File: src/rtl/systolic_ctrl_pkg.sv
// Shared types and helpers for the systolic array sequencing controller.
package systolic_ctrl_pkg;

    typedef enum logic [1:0] {
        CLEAR   = 2'd0,
        LOAD    = 2'd1,
        COMPUTE = 2'd2,
        OUTPUT  = 2'd3
    } systolic_ctrl_state_t;

    // Cycles needed for the last skewed operand pair to reach the far PE.
    function automatic int compute_len(input int size);
        return 3 * size - 1;
    endfunction

endpackage

File: src/rtl/systolic_skew_gen.sv
// Diagonal read-enable mask: lane i pops during the SIZE cycles starting at k = i.
module systolic_skew_gen #(
    parameter int SIZE = 4
) (
    input  logic [$clog2(3*SIZE)-1:0] k,
    input  logic                      active,
    output logic [SIZE-1:0]           ren
);

    localparam int KW = $clog2(3 * SIZE);

    always_comb begin
        ren = '0;
        for (int i = 0; i < SIZE; i++) begin
            ren[i] = active && (k >= KW'(i)) && (k < KW'(i + SIZE));
        end
    end

endmodule

File: src/rtl/systolic_ctrl.sv
// Sequencing controller for the SIZE x SIZE systolic matrix-multiply datapath.
// Optional busy-cycle counter port perf_cycles is enabled by SYSTOLIC_CTRL_PERF_EN.
module systolic_ctrl
    import systolic_ctrl_pkg::*;
#(
    parameter int SIZE = 4
) (
    input  logic                    clk,
    input  logic                    rst,
    input  logic                    in_val,
    output logic                    in_rdy,
    output logic                    out_val,
    input  logic                    out_rdy,
    output logic                    acc_clr,
    output logic                    mac_en,
    output logic [SIZE-1:0]         x_fifo_wen,
    output logic [SIZE-1:0]         w_fifo_wen,
    output logic [SIZE-1:0]         x_fifo_ren,
    output logic [SIZE-1:0]         w_fifo_ren,
    input  logic [SIZE-1:0]         x_fifo_full,
    input  logic [SIZE-1:0]         w_fifo_full,
    input  logic [SIZE-1:0]         x_fifo_empty,
    input  logic [SIZE-1:0]         w_fifo_empty,
    output logic [$clog2(SIZE)-1:0] out_rsel,
    output logic [$clog2(SIZE)-1:0] out_csel,
    output logic                    busy
`ifdef SYSTOLIC_CTRL_PERF_EN
    ,
    output logic [31:0]             perf_cycles
`endif
);

    localparam int SW   = $clog2(SIZE);
    localparam int KW   = $clog2(3 * SIZE);
    localparam int CLEN = compute_len(SIZE);

    systolic_ctrl_state_t state, state_nxt;

    logic [SW-1:0]   load_cnt;
    logic [KW-1:0]   k;
    logic [SW-1:0]   rsel, csel;
    logic [SIZE-1:0] ren_mask;
    logic            in_hs, out_hs;
    logic            last_load, last_k, last_out;

    // Empty flags are not consulted: a scheduled pop on an empty FIFO is an upstream protocol error.
    logic            unused_empty;
    assign unused_empty = ^{x_fifo_empty, w_fifo_empty};

    assign in_hs     = in_val & in_rdy;
    assign out_hs    = out_val & out_rdy;
    assign last_load = in_hs && (load_cnt == SW'(SIZE - 1));
    assign last_k    = (k == KW'(CLEN - 1));
    assign last_out  = out_hs && (rsel == SW'(SIZE - 1)) && (csel == SW'(SIZE - 1));

    always_ff @(posedge clk) begin
        if (rst) begin
            state <= CLEAR;
        end else begin
            state <= state_nxt;
        end
    end

    always_comb begin
        state_nxt = state;
        case (state)
            CLEAR:   state_nxt = LOAD;
            LOAD:    if (last_load) state_nxt = COMPUTE;
            COMPUTE: if (last_k)    state_nxt = OUTPUT;
            OUTPUT:  if (last_out)  state_nxt = CLEAR;
            default: state_nxt = CLEAR;
        endcase
    end

    always_comb begin
        acc_clr    = (state == CLEAR);
        mac_en     = (state == COMPUTE);
        out_val    = (state == OUTPUT);
        busy       = (state != LOAD);
        in_rdy     = (state == LOAD) && !(|x_fifo_full) && !(|w_fifo_full);
        x_fifo_wen = {SIZE{in_val & in_rdy}};
        w_fifo_wen = {SIZE{in_val & in_rdy}};
        x_fifo_ren = ren_mask;
        w_fifo_ren = ren_mask;
        out_rsel   = rsel;
        out_csel   = csel;
    end

    always_ff @(posedge clk) begin
        if (rst || state == CLEAR) begin
            load_cnt <= '0;
            k        <= '0;
            rsel     <= '0;
            csel     <= '0;
        end else begin
            if (state == LOAD && in_hs) begin
                load_cnt <= load_cnt + 1'b1;
            end
            if (state == COMPUTE) begin
                k <= k + 1'b1;
            end
            // Row-major walk over the result array.
            if (out_hs) begin
                if (csel == SW'(SIZE - 1)) begin
                    csel <= '0;
                    rsel <= rsel + 1'b1;
                end else begin
                    csel <= csel + 1'b1;
                end
            end
        end
    end

    systolic_skew_gen #(
        .SIZE(SIZE)
    ) u_skew (
        .k      (k),
        .active (state == COMPUTE),
        .ren    (ren_mask)
    );

`ifdef SYSTOLIC_CTRL_PERF_EN
    always_ff @(posedge clk) begin
        if (rst) begin
            perf_cycles <= '0;
        end else if (busy && perf_cycles != '1) begin
            perf_cycles <= perf_cycles + 32'd1;
        end
    end
`endif

endmodule

File: config.mk
export PLATFORM = sky130hd
export DESIGN_NAME = systolic_ctrl
export DESIGN_NICKNAME = d
export VERILOG_FILES = /design/src/rtl/systolic_ctrl_pkg.sv /design/src/rtl/systolic_skew_gen.sv /design/src/rtl/systolic_ctrl.sv
export SDC_FILE = /design/constraint.sdc
export NUM_CORES = 1
export LEC_CHECK = 0
export CAP_MARGIN = 30
export CORE_MARGIN = 4
export CORE_UTILIZATION = 32
export CTS_BUF_LIST = sky130_fd_sc_hd__clkbuf_4 sky130_fd_sc_hd__clkbuf_8
export CTS_CLUSTER_SIZE = 28
export DETAILED_ROUTE_END_ITERATION = 6
export PLACE_DENSITY = 0.67
export SLEW_MARGIN = 20
export SYNTH_ARGS = -nofsm -noshare
export SYNTH_HDL_FRONTEND = slang
export SYNTH_SLANG_ARGS = --single-unit
File: constraint.sdc
create_clock -name clk -period 3.35 [get_ports clk]
set_clock_uncertainty 0.2 [all_clocks]
set_input_delay 1.005 -clock clk [delete_from_list [all_inputs] [get_ports clk]]
set_output_delay 1.005 -clock clk [all_outputs]
set_load 0.01 [all_outputs]
## Yosys cells after proc, flatten, opt, wreduce, memory -nomap -nowiden

Index checks and enable logic that the tools add are counted.
W data, S select, Z words.

| storage, ports and cells | value |
|---|---|
| register bits after elaboration | 12 |
| input port bits | 20 |
| output and inout port bits | 25 |

| operators by class | value |
|---|---|
| add/subtract/negate cells | 4 |
| $lt $le $gt $ge | 8 |
| eq/ne operators | 11 |
| multiplexer cells | 5 |
| bitwise gates (word level) | 2 |
| reductions and logical operators | 22 |

Operators with widths:

| operator | number |
|---|---|
| $lt A4 B3 Y1 const B | 4 |
| $logic_and A1 B1 Y1 | 14 |
| $eq A2 B2 Y1 const B | 5 |
| $ge A4 B1 Y1 const B | 2 |
| $ge A4 B2 Y1 const B | 2 |
| $mux W2 | 4 |
| $pmux W2 S4 | 1 |
| $reduce_or A4 Y1 | 2 |
| $add A2 B1 Y2 const B | 3 |
| $add A4 B1 Y4 const B | 1 |
| $eq A4 B4 Y1 const B | 1 |
| $ne A2 B1 Y1 const B | 2 |
| $ne A2 B2 Y1 const B | 2 |
| $reduce_and A3 Y1 | 1 |
| $and A1 B1 Y1 | 2 |
| $eq A2 B1 Y1 const B | 1 |
| $logic_not A1 Y1 | 2 |
| $logic_not A2 Y1 | 1 |
| $reduce_and A2 Y1 | 1 |
| $logic_or A1 B1 Y1 | 1 |

## Logic depth before layout (Yosys ltp)

| depth | value |
|---|---|
| depth in word-level cells | 8 |
| depth in mapped cells | 7 |
| gate-level depth less buffers | 6 |

## Modules after synthesis

A second synthesis with hierarchy kept.

| second synthesis, totals | value |
|---|---|
| cells, all modules | 93 |
| area, all modules | 832.0 um2 |

By module, submodules not included:

| module | instances | cells each | area each (um2) | seq. area each (um2) |
|---|---|---|---|---|
| systolic_ctrl | 1 | 83 | 765.7 | 240.2 |
| systolic_skew_gen | 1 | 10 | 66.3 | 0.0 |

## Worst setup path after synthesis

Ideal clock, no wire load.

| path | value |
|---|---|
| path type | input to output |
| start | input x_fifo_full[1] |
| end | output w_fifo_wen[0] |
| arrival | 1.844 ns |
| slack | 0.301 ns |
| cell stages on the path | 4 |
| path buffers | 1 |
| cell sequence | nor4_4 nand4_1 inv_1 buf_4 |

| between the ends | value |
|---|---|
| cells in the longest elaborated chain, start to end | 5 |

Ends and longest elaborated chain:

| element | RTL line | RTL |
|---|---|---|
| from (decl) | systolic_ctrl.sv:20 | `input logic [SIZE-1:0] x_fifo_full,` |
| $reduce_or A4 Y1 | systolic_ctrl.sv:80 | `in_rdy = (state == LOAD) && !(\|x_fifo_full) && !(\|w_fifo_full);` |
| $logic_not A1 Y1 | systolic_ctrl.sv:80 |  |
| $logic_and A1 B1 Y1 (2 in series) | systolic_ctrl.sv:80 |  |
| $and A1 B1 Y1 | -- |  |
| to (decl) | systolic_ctrl.sv:17 | `output logic [SIZE-1:0] w_fifo_wen,` |

Every way passes these cells.

## Worst setup path after layout

| path | value |
|---|---|
| start | input x_fifo_full[1] |
| end | output in_rdy |

| between the ends | value |
|---|---|
| cells in the longest elaborated chain, start to end | 4 |

Ends and longest elaborated chain:

| element | RTL line | RTL |
|---|---|---|
| $reduce_or A4 Y1 | systolic_ctrl.sv:80 |  |
| $logic_not A1 Y1 | systolic_ctrl.sv:80 |  |
| $logic_and A1 B1 Y1 (2 in series) | systolic_ctrl.sv:80 |  |
| to (decl) | systolic_ctrl.sv:11 | `output logic in_rdy,` |

Every way passes these cells.

==> results.sh <==
export IMPL_worstMarginPinSlew_ns=0.3115
export IMPL_syn_avg_cell_area_um2=9.097
export IMPL_finalSetupViolCount=0
export IMPL_wl_met2_um=914
export IMPL_cts_root_buf="clkbuf_4"
export IMPL_fp_coreArea_um2=2545
export IMPL_dr_wl_met3_um=193
export IMPL_endpoint_kind="primary output"
export IMPL_cts_sinks=12
export IMPL_critPathCapture="in_rdy"
export IMPL_fin_crit_sh_pct=97.67
export IMPL_ys_seq_area_share_pct=27.51
export IMPL_ys_warn_count=0
export IMPL_avgViaCountPerCell=4.620
export IMPL_topRoutingLayerUsed="met3"
export IMPL_synth_nets=127
export IMPL_fp_row_count=18
export IMPL_hold_class="reg -> reg"
export IMPL_initial_utilization_pct=34.32
export IMPL_cts_clk_slew_worst_paths_ns=0.07
export IMPL_cts_inserted_buffers=3
export IMPL_relSlewSlack_pct=79.21
export IMPL_grt_pass1_wl_um=2870
export IMPL_fin_crit_ns=3.272
export IMPL_rrSetupSlack_ns=1.67
export IMPL_p_total_uw=531.6
export IMPL_hold_viol=0
export IMPL_placed_area_um2=1192
export IMPL_die_w_um=60.24
export IMPL_layout_nets=160
export IMPL_clk_path_buf_depth=2
export IMPL_track_usage_pct=10.37
export IMPL_cts_tree="done"
export IMPL_p_per_area_nw_per_um2=433.6
export IMPL_wl_per_cell_um=11.38
export IMPL_maxCapViolCount=0
export IMPL_run_status="completed"
export IMPL_dieArea_um2=3629
export IMPL_grt_max_degree=11
export IMPL_peakVddDrop_mv=0.2815
export IMPL_num_vias=730
export IMPL_grt_overflow_total=0
export IMPL_grt_pass1_vias=731
export IMPL_crit_required_ns=2.14
export IMPL_diodes=0
export IMPL_synth_top_area_cell="dfxtp_1"
export IMPL_route_detailed_drc=0
export IMPL_worstPathArrival_ns=2.07
export IMPL_setup_tns_ns=0
export IMPL_layout_commonest_cell="clkdlybuf4s50_1"
export IMPL_multi_input_area_um2=494.2
export IMPL_fillCellCount=256
export IMPL_startpoint="x_fifo_full[1]"
export IMPL_die_h_um=60.24
export IMPL_worst_r2r_cell_count=5
export IMPL_p_leak_nw=0.5752
export IMPL_drtAntennaViolNets=0
export IMPL_synthCells=96
export IMPL_post_route_cell_area_um2=1226
export IMPL_mostFrequentLayoutCells="clkdlybuf4s50_1, nor2_1, dfxtp_1"
export IMPL_cp_max_fo=2
export IMPL_yosysUniqueCellTypes=26
export IMPL_area_growth_pct=40.40
export IMPL_synthTopCellsByArea="dfxtp_1, ha_1, buf_4"
export IMPL_drive_gt1_share_pct=21.09
export IMPL_io_pins=45
export IMPL_synth_seq_cells=12
export IMPL_drv_slew=0
export IMPL_m1WireLength_um=690
export IMPL_worstSetupPathType="in -> out"
export IMPL_netlist_area_leader_share_pct=27.51
export IMPL_hold_buffers=0
export IMPL_clk_latency_ns=0.27
export IMPL_r2r_start="state[0]$_SDFFE_PP0P_"
export IMPL_hpwl_um=1448
export IMPL_synth_area_um2=873.3
export IMPL_htreeDepth=1
export IMPL_gp_congestion=0.7347
export IMPL_antenna_found_initial=0
export IMPL_r2r_end="state[1]$_SDFFE_PP0P_"
export IMPL_io_buffers=36
export IMPL_critPathLaunchType="input port"
export IMPL_clock_fmax_mhz=305.6
export IMPL_drt_iter0_markers=9
export IMPL_routed_wl_um=1798
export IMPL_dr_pass1_iters=2
export IMPL_regArea_um2=240.2
-- critical path, cell delays in order --
cell and delay (ns):
dlygate4sd2_1 0.25, nor4_4 0.29, buf_4 0.15, buf_4 0.10, and3_1 0.15, clkbuf_2 0.13
-- stage by stage --
stage | instances | util [%] | hold slack (ns) | worst slack, ns
final | 158 | 48.18 | 0.2992 | 0.07812
after global routing | 158 | 48.18 | 0.3245 | -0.002543
after CTS | 157 | 47.44 | 0.2995 | 0.01214
after detailed placement | 151 | 46.85 | 0.2858 | -0.5900
after global placement | 151 | 46.85 | 0.2647 | -0.5610
after floorplan | 96 | - | 0.2676 | 0.3006
-- final cells by class --
cell class	instances	share of cell area, %
clock buffers	4	2.959
inverters	8	2.449
multi-input cells	61	40.31
flip-flops and latches	12	19.59
well taps	30	3.061
repair buffers	43	31.63
-- Yosys cell counts, drive strengths merged --
master   n
buf     13
and3     1
nor2    15
nand2    3
nor4     2
nand4    2
ha      11
nor3     1
nand3b   1
a21oi    3
xor2     4
or2      1
nand2b   1
mux2i    3
o21ai    2
dfxtp   12
inv      8
o31a     1
xnor2    3
o41ai    2
a41oi    1
clkbuf   2
nand3    3
a22o     1
-- where the power goes --
part | internal, mW | leakage (nW) | switching (mW)
clock | 0.0660 | 0.0210 | 0.0479
combinational | 0.122 | 0.457 | 0.129
sequential | 0.156 | 0.0971 | 0.0106
-- how the worst min path moves through the flow --
stage / slack (ns) / endpoint / from / depth (start not counted)
2_1_floorplan: 0.27 / load_cnt[1]$_SDFFE_PP0P_ / load_cnt[1]$_SDFFE_PP0P_ / 2
4_1_cts: 0.30 / out_csel[1]$_SDFFE_PP0N_ / out_csel[1]$_SDFFE_PP0N_ / 2
5_1_grt: 0.32 / out_csel[1]$_SDFFE_PP0N_ / out_csel[1]$_SDFFE_PP0N_ / 2
3_5_place_dp: 0.29 / out_csel[1]$_SDFFE_PP0N_ / out_csel[1]$_SDFFE_PP0N_ / 2
6_report: 0.30 / out_csel[1]$_SDFFE_PP0N_ / out_csel[1]$_SDFFE_PP0N_ / 2
3_3_place_gp: 0.26 / out_csel[1]$_SDFFE_PP0N_ / out_csel[1]$_SDFFE_PP0N_ / 2
-- flip-flops by register name, indices dropped and copies added, names as in the netlist --
| register | flops |
|---|---|
| load_cnt | 2 |
| out_rsel | 2 |
| out_csel | 2 |
| k | 4 |
| state | 2 |
-- metal layers --
layer | track usage (%) | up-vias
li1 | - | 372
met1 | 11.20 | 326
met2 | 18.98 | 32
met3 | 4.104 | 0
met4 | 1.899 | 0
met5 | 0 | -
-- cells by family (layout without fill, tap and decap cells) --
kind of cell / after synthesis / count (layout) / synth area share, %
and+or+nand+nor: 30 / 30 / 20.77
buffers and inverters: 23 / 55 / 15.90
DFF: 12 / 12 / 27.51
adders and majority gates: 11 / 11 / 15.76
AOI/OAI and AO/OA: 10 / 10 / 9.600
xor gates and xnor gates: 7 / 7 / 7.020
muxes: 3 / 3 / 3.439
-- timing repair --
action | CTS | global route
hold endpoints to repair | 0 | 0
endpoints found under the setup margin | 9 | 9
pin swaps | 3 | 3
setup buffers | 2 | 1
gates resized for setup | 30 | 16
Power figures use the tool's default switching activity.
